`src/rtl/ddr_capture_packer.sv`:
```
// Dual-edge sample capture that packs sample pairs into double-width words and queues them in a FWFT FIFO.
// Optional feature macro: DDR_CAPTURE_PARITY_EN adds out_parity (per-half even parity stored with each word).
module ddr_capture_packer #(
    parameter int WIDTH = 8,
    parameter int DEPTH = 4
) (
    input  logic                       clk,
    input  logic                       rst_n,
    input  logic                       enable,
    input  logic [1:0]                 mode,
    input  logic [WIDTH-1:0]           data_in,
    output logic [2*WIDTH-1:0]         out_data,
    output logic                       out_valid,
    input  logic                       out_ready,
    output logic [$clog2(DEPTH+1)-1:0] level,
    output logic                       overflow,
    input  logic                       clear_ovf
`ifdef DDR_CAPTURE_PARITY_EN
    ,
    output logic [1:0]                 out_parity
`endif
);

    localparam int AW = $clog2(DEPTH);
    localparam int LW = $clog2(DEPTH+1);

    typedef enum logic [1:0] {
        M_RISE = 2'b00,
        M_FALL = 2'b01,
        M_BOTH = 2'b10,
        M_IDLE = 2'b11
    } mode_e;

    logic [WIDTH-1:0]   fall_q;
    logic [1:0]         mode_q;
    logic               phase_q, phase_d;
    logic [WIDTH-1:0]   pack_lo_q, pack_lo_d;
    logic [WIDTH-1:0]   r_store_q, r_store_d;
    logic               r_valid_q, r_valid_d;
    logic               f_qual_q, f_qual_d;
    logic [2*WIDTH-1:0] mem_q [DEPTH];
    logic [AW:0]        wptr_q, rptr_q;
    logic               overflow_q, overflow_d;

    logic               chg, smp_vld, push, pop, full, wr, ovf_set;
    logic [WIDTH-1:0]   smp;
    logic [2*WIDTH-1:0] push_word;

    // Falling-edge sample is taken unconditionally; qualification happens on the next rising edge.
    always_ff @(negedge clk or negedge rst_n) begin
        if (!rst_n) fall_q <= '0;
        else        fall_q <= data_in;
    end

    always_comb begin
        chg       = (mode != mode_q);
        phase_d   = phase_q & ~chg;
        pack_lo_d = pack_lo_q;
        r_store_d = r_store_q;
        r_valid_d = 1'b0;
        f_qual_d  = 1'b0;
        smp_vld   = 1'b0;
        smp       = data_in;
        push      = 1'b0;
        push_word = '0;
        case (mode)
            M_BOTH: begin
                // Pair {F_k, R_k} completes one edge after R_k was stored.
                if (!chg && r_valid_q) begin
                    push      = 1'b1;
                    push_word = {fall_q, r_store_q};
                end
                r_valid_d = enable;
                if (enable) r_store_d = data_in;
            end
            M_RISE: begin
                smp_vld = enable;
                smp     = data_in;
            end
            M_FALL: begin
                smp_vld  = f_qual_q & ~chg;
                smp      = fall_q;
                f_qual_d = enable;
            end
            default: phase_d = 1'b0;
        endcase
        if (smp_vld) begin
            if (phase_d) begin
                push      = 1'b1;
                push_word = {smp, pack_lo_q};
                phase_d   = 1'b0;
            end else begin
                pack_lo_d = smp;
                phase_d   = 1'b1;
            end
        end
    end

    always_ff @(posedge clk or negedge rst_n) begin
        if (!rst_n) begin
            mode_q    <= M_IDLE;
            phase_q   <= 1'b0;
            pack_lo_q <= '0;
            r_store_q <= '0;
            r_valid_q <= 1'b0;
            f_qual_q  <= 1'b0;
        end else begin
            mode_q    <= mode;
            phase_q   <= phase_d;
            pack_lo_q <= pack_lo_d;
            r_store_q <= r_store_d;
            r_valid_q <= r_valid_d;
            f_qual_q  <= f_qual_d;
        end
    end

    assign level     = LW'(wptr_q - rptr_q);
    assign out_valid = (wptr_q != rptr_q);
    assign full      = (level == LW'(DEPTH));
    assign pop       = out_valid & out_ready;
    assign wr        = push & (~full | pop);
    assign ovf_set   = push & full & ~pop;
    assign out_data  = mem_q[rptr_q[AW-1:0]];
    assign overflow  = overflow_q;

    always_comb begin
        overflow_d = overflow_q;
        if (clear_ovf) overflow_d = 1'b0;
        if (ovf_set)   overflow_d = 1'b1;
    end

    always_ff @(posedge clk or negedge rst_n) begin
        if (!rst_n) begin
            mem_q      <= '{default: '0};
            wptr_q     <= '0;
            rptr_q     <= '0;
            overflow_q <= 1'b0;
        end else begin
            if (wr) begin
                mem_q[wptr_q[AW-1:0]] <= push_word;
                wptr_q                <= wptr_q + 1'b1;
            end
            if (pop) rptr_q <= rptr_q + 1'b1;
            overflow_q <= overflow_d;
        end
    end

`ifdef DDR_CAPTURE_PARITY_EN
    logic [1:0] par_q [DEPTH];

    always_ff @(posedge clk or negedge rst_n) begin
        if (!rst_n) begin
            par_q <= '{default: '0};
        end else if (wr) begin
            par_q[wptr_q[AW-1:0]] <= {^push_word[2*WIDTH-1:WIDTH], ^push_word[WIDTH-1:0]};
        end
    end

    assign out_parity = par_q[rptr_q[AW-1:0]];
`endif

endmodule

```
`config.mk`:
```
export PLATFORM = sky130hd
export DESIGN_NAME = ddr_capture_packer
export DESIGN_NICKNAME = d
export VERILOG_FILES = /design/src/rtl/ddr_capture_packer.sv
export SDC_FILE = /design/constraint.sdc
export NUM_CORES = 1
export LEC_CHECK = 0
export ABC_AREA = 1
export CORE_ASPECT_RATIO = 1.5
export CORE_MARGIN = 5
export CORE_UTILIZATION = 53
export DETAILED_ROUTE_END_ITERATION = 10
export GPL_TIMING_DRIVEN = 1
export MAX_ROUTING_LAYER = met4
export PLACE_DENSITY_LB_ADDON = 0.15
export SYNTH_ARGS = -nofsm -noshare
export SYNTH_HDL_FRONTEND = slang
export SYNTH_SLANG_ARGS = --single-unit
```
`constraint.sdc`:
```
create_clock -name clk -period 2.21 [get_ports clk]
set_input_delay 0.663 -clock clk [delete_from_list [all_inputs] [get_ports clk]]
set_output_delay 0.663 -clock clk [all_outputs]
set_load 0.05 [all_outputs]
```
# Word-level counts from Yosys, hierarchy flattened
# Cells that the tools add are included.
# Widths: inputs -> output; s select.
dict set report totals {
  register_bits 100
  ramBits 0
  out_inout_bits 21
  inputBits 15
  romBits 0
  n_memories 0
  latch_bits 0
}
dict set report classes {
  n_reduce_logical 8
  addsub 3
  bitwise_logic 13
  multipliers 0
  magnitude_cmp 3
  eq_ne 5
  muxes 23
  n_div 0
  n_shift 0
}
# op n
set ops {}
lappend ops {{$mux 16} 7}
lappend ops {{$bwmux 64} 1}
lappend ops {{$bmux 16 s2} 1}
lappend ops {{$demux 16 s2} 1}
lappend ops {{$mux 1} 11}
lappend ops {{$mux 8} 1}
lappend ops {{$add 3x1->3 const B} 2}
lappend ops {{$and 1x1->1} 6}
lappend ops {{$ge 3x3->1 const B} 2}
lappend ops {{$not 2->3} 2}
lappend ops {{$not 1->1} 4}
lappend ops {{$reduce_and 2->1} 2}
lappend ops {{$eq 3x3->1 const B} 1}
lappend ops {{$lt 3x1->1 const B} 1}
lappend ops {{$ne 3x3->1} 1}
lappend ops {{$reduce_or 3->1} 1}
lappend ops {{$sub 3x3->3} 1}
lappend ops {{$eq 2x1->1 const B} 1}
lappend ops {{$eq 2x2->1 const B} 1}
lappend ops {{$logic_and 1x1->1} 2}
lappend ops {{$logic_not 2->1} 1}
lappend ops {{$ne 2x2->1} 1}
lappend ops {{$pmux 1 s2} 1}
lappend ops {{$reduce_bool 2->1} 1}
lappend ops {{other kinds (2)} 2}

# Depth between registers and ports, before layout
dict set report logic_depth {
  ltp_word 10
  depth_mapped 14
  ltp_nobuf 12
}

==> run metrics <==
run status=finished, violations left; failing checks=negative setup slack; WP data arrival=1.73 ns; initial antenna violation count=0; total power=8.01 mW; crit end category=primary output; Compound-Gate Fraction of Synth Area=between 7 and 8%; first-pass iteration count of the detailed router=5; FF-to-FF Start=rptr_q[0]; RSZ-0062 raised after global routing=true; FMAX=419 MHz; synth unique cells=32; Placer Congestion=0.831; hold buffer count at cts=0; Syn. warnings=0; row cnt=43; main combinational cell family by area after synthesis=simple AND/OR/NAND/NOR gates; Main synth FF type=dfrtp_1; Fin Clk Skew=0.00913 ns; commonest non-fill, non-tap cells in the layout=270 x nand2_1, 88 x dfrtp_1, 29 x nor2_1; Max IR drop VDD=1.42 mV; cells after synthesis=592; reg-to-reg slack, setup=-0.02 ns; Core Util, Final=69.9%; Syn Std Cell Area=just under 5000 um2; slew margin rel.=67.2%; Final Hold Fails=0; post-synthesis simple-gate area fraction=30.9%; Clock power frac=19.5%; Reg power frac=26.3%; Final Max Tran Viols=0; Clk Latency, worst-skew pair=0.35 ns; number of global-route vias before repair=4,123; min Tclk post-route=2.39 ns; worst min path class=in2async; Slowest-stage cell, CP=dfrtp_2; NetSw=around 3.4 mW; CTS Buf Count=9; grt ovf=0; placed insts=about 740; first-pass GRT wire length=20.5 mm; clk sink count=100; CP required=1.55 ns; CP bufs+invs=4; Tcrit/Tclk final=108%; Synth Area in Adders=2.46%; Largest stage delay, worst path=about 0.42 ns; Pint=4.60 mW; DIE AREA=11,300 um2; Setup WS pre-CTS=-0.433 ns; syn_area_per_cell=8.26 um2; Reg-to-Reg End=mem_q[1]; mux contribution to synthesized area=between 1.5 and 2%; Core Area=about 9100 um2; final WL=roughly 13 mm; Port Buffers=35; CP cell instances=buf_4, buf_4, buf_12, o21ai_1, o22ai_2, buf_6; most common cell after layout, fill and taps aside=nand2_1; Synth Register Bits=100; Starting Density=between 50 and 60%; wire per inst=about 17 um; Reg clk slew, reported paths=0.07 ns; Max Root-Sink Buffers=2; htree depth=3; Die Height=128 um; final cell count without fillers=776; Area Growth Syn to Fin=30.9%; # diodes=0; post-route ant nets=0; share of post-route cells with drive strength above 1=25.9%; Worst setup SP type=register; Worst Slack Setup Final=-0.179 ns; total number of vias=4,245; Synth Area in XOR/XNOR=0.717%; CP most frequent cell=buf_4; Root Buffer=clkbuf_16; nets@finish=683; Total GRT Usage=roughly 25%; final setup vio count=19; Comb pwr share=54.2%; critical path's top delay family=buffers and inverters; leakage power=3.33 nW; DRT iter0 DRCs=330; Slew @ Worst Pin=0.491 ns; DRC Markers=0; vias per cell=5.47; critical path class=reg2out; Worst Reg2Reg Path Length in Cells=13; Setup TNS Final=-2.34 ns; largest net degree at the start of global routing=77; DPL Wire Length=7.91 mm; crit path max fanout=13; number of flops mapped to enable cells by yosys=0; die span in x=88.4 um; Max-cap violations=0; CTS tree=yes; Synth async-reset ratio=100%; syn_nets=between 600 and 700; power per cell area=between 1000 and 1500 nW/um2; switching share of power=42.6%; register area share after synthesis=51.2%; I/O pin cnt=36
-- cell usage after synthesis, drive strengths merged, types with 3 or more instances --
cell | n | share of area (%)
buf | 13 | 2.0
clkbuf | 9 | 0.69
dfrtn | 8 | 4.1
dfrtp | 90 | 46
ha | 8 | 2.0
inv | 36 | 2.8
mux2 | 8 | 1.8
nand2 | 286 | 23
nand3 | 14 | 3.0
nor2 | 43 | 5.0
o21ai | 50 | 5.1
o22ai | 16 | 2.0
xor2 | 3 | 0.54
-- metal layers --
layer | routed length, um | global-route usage (%)
met1 | 5110 | 29.1
met2 | 7000 | 39.8
met3 | 680 | 4.26
met4 | 598 | 13.1
met5 | 0 | -
-- power by group through the flow --
stage	clock [mW]	sequential, mW	combinational (mW)
2_1_floorplan	0	2.11	2.29
3_3_place_gp	0	2.13	3.37
3_5_place_dp	0	2.13	3.40
4_1_cts	1.58	2.09	3.84
5_1_grt	1.65	2.12	4.55
6_report	1.56	2.11	4.35
-- through the flow --
stage          hold slack [ns]  instance area (um2)
2_1_floorplan            0.367                 5000
6_report                 0.181                 6400
3_3_place_gp             0.457                 5610
3_5_place_dp             0.460                 5610
4_1_cts                  0.183                 6150
5_1_grt                  0.200                 6400
-- kinds of logic after synthesis --
logic type,count (synthesis)
and+or+nand+nor,345
DFF,100
AOI/OAI and AO/OA,68
buffers and inverters,58
adders and majority gates,9
muxes,8
xor gates and xnor gates,4
-- sequential cells by signal (all words and copies together), names as in the netlist --
name	flops
fall_q	8
f_qual_q	1
rptr_q	3
pack_lo_q	8
phase_q	1
wptr_q	3
r_valid_q	1
mode_q	2
mem_q	64
r_store_q	8
overflow	1
-- area by class of cell --
type                            instances  area, um2
Fill cell                             707       2750
Sequential cell                       100       2510
Multi-Input combinational cell        439       2430
Timing Repair Buffer                   73        875
Clock buffer                           12        267
Inverter                               36        153
Tap cell                              112        140
Clock inverter                          4       30.0
-- worst register-to-register path, stage by stage (launching register included) --
cell	delay, ns
dfrtp_2	0.44
ha_4	0.17
fa_2	0.37
nand3_1	0.12
nand2_2	0.07
buf_4	0.14
nor2_4	0.11
nand2_4	0.08
nand3_4	0.09
buf_12	0.17
nor2_8	0.05
buf_12	0.15
nand2_1	0.09
nand2_1	0.07
-- worst max-delay path by stage --
stage | from | to | depth (start not counted)
floorplan | rptr_q[1] | mem_q[5] | 11
finish | rptr_q[0] | out_data[6] | 6
global placement | mode[1] | mem_q[7] | 11
detailed placement | mode[1] | mem_q[3] | 11
CTS | rptr_q[0] | level[2] | 7
global route | rptr_q[0] | level[2] | 6
-- timing repair --
action / in CTS / in global routing
gates resized for setup: 49 / 60
setup buffers: 6 / 2
pin swaps: 7 / 13
hold endpoints to repair: 0 / 0
endpoints found under the setup margin: 70 / 88
gates cloned: 6 / 3
(Power assumes the default switching activity.)
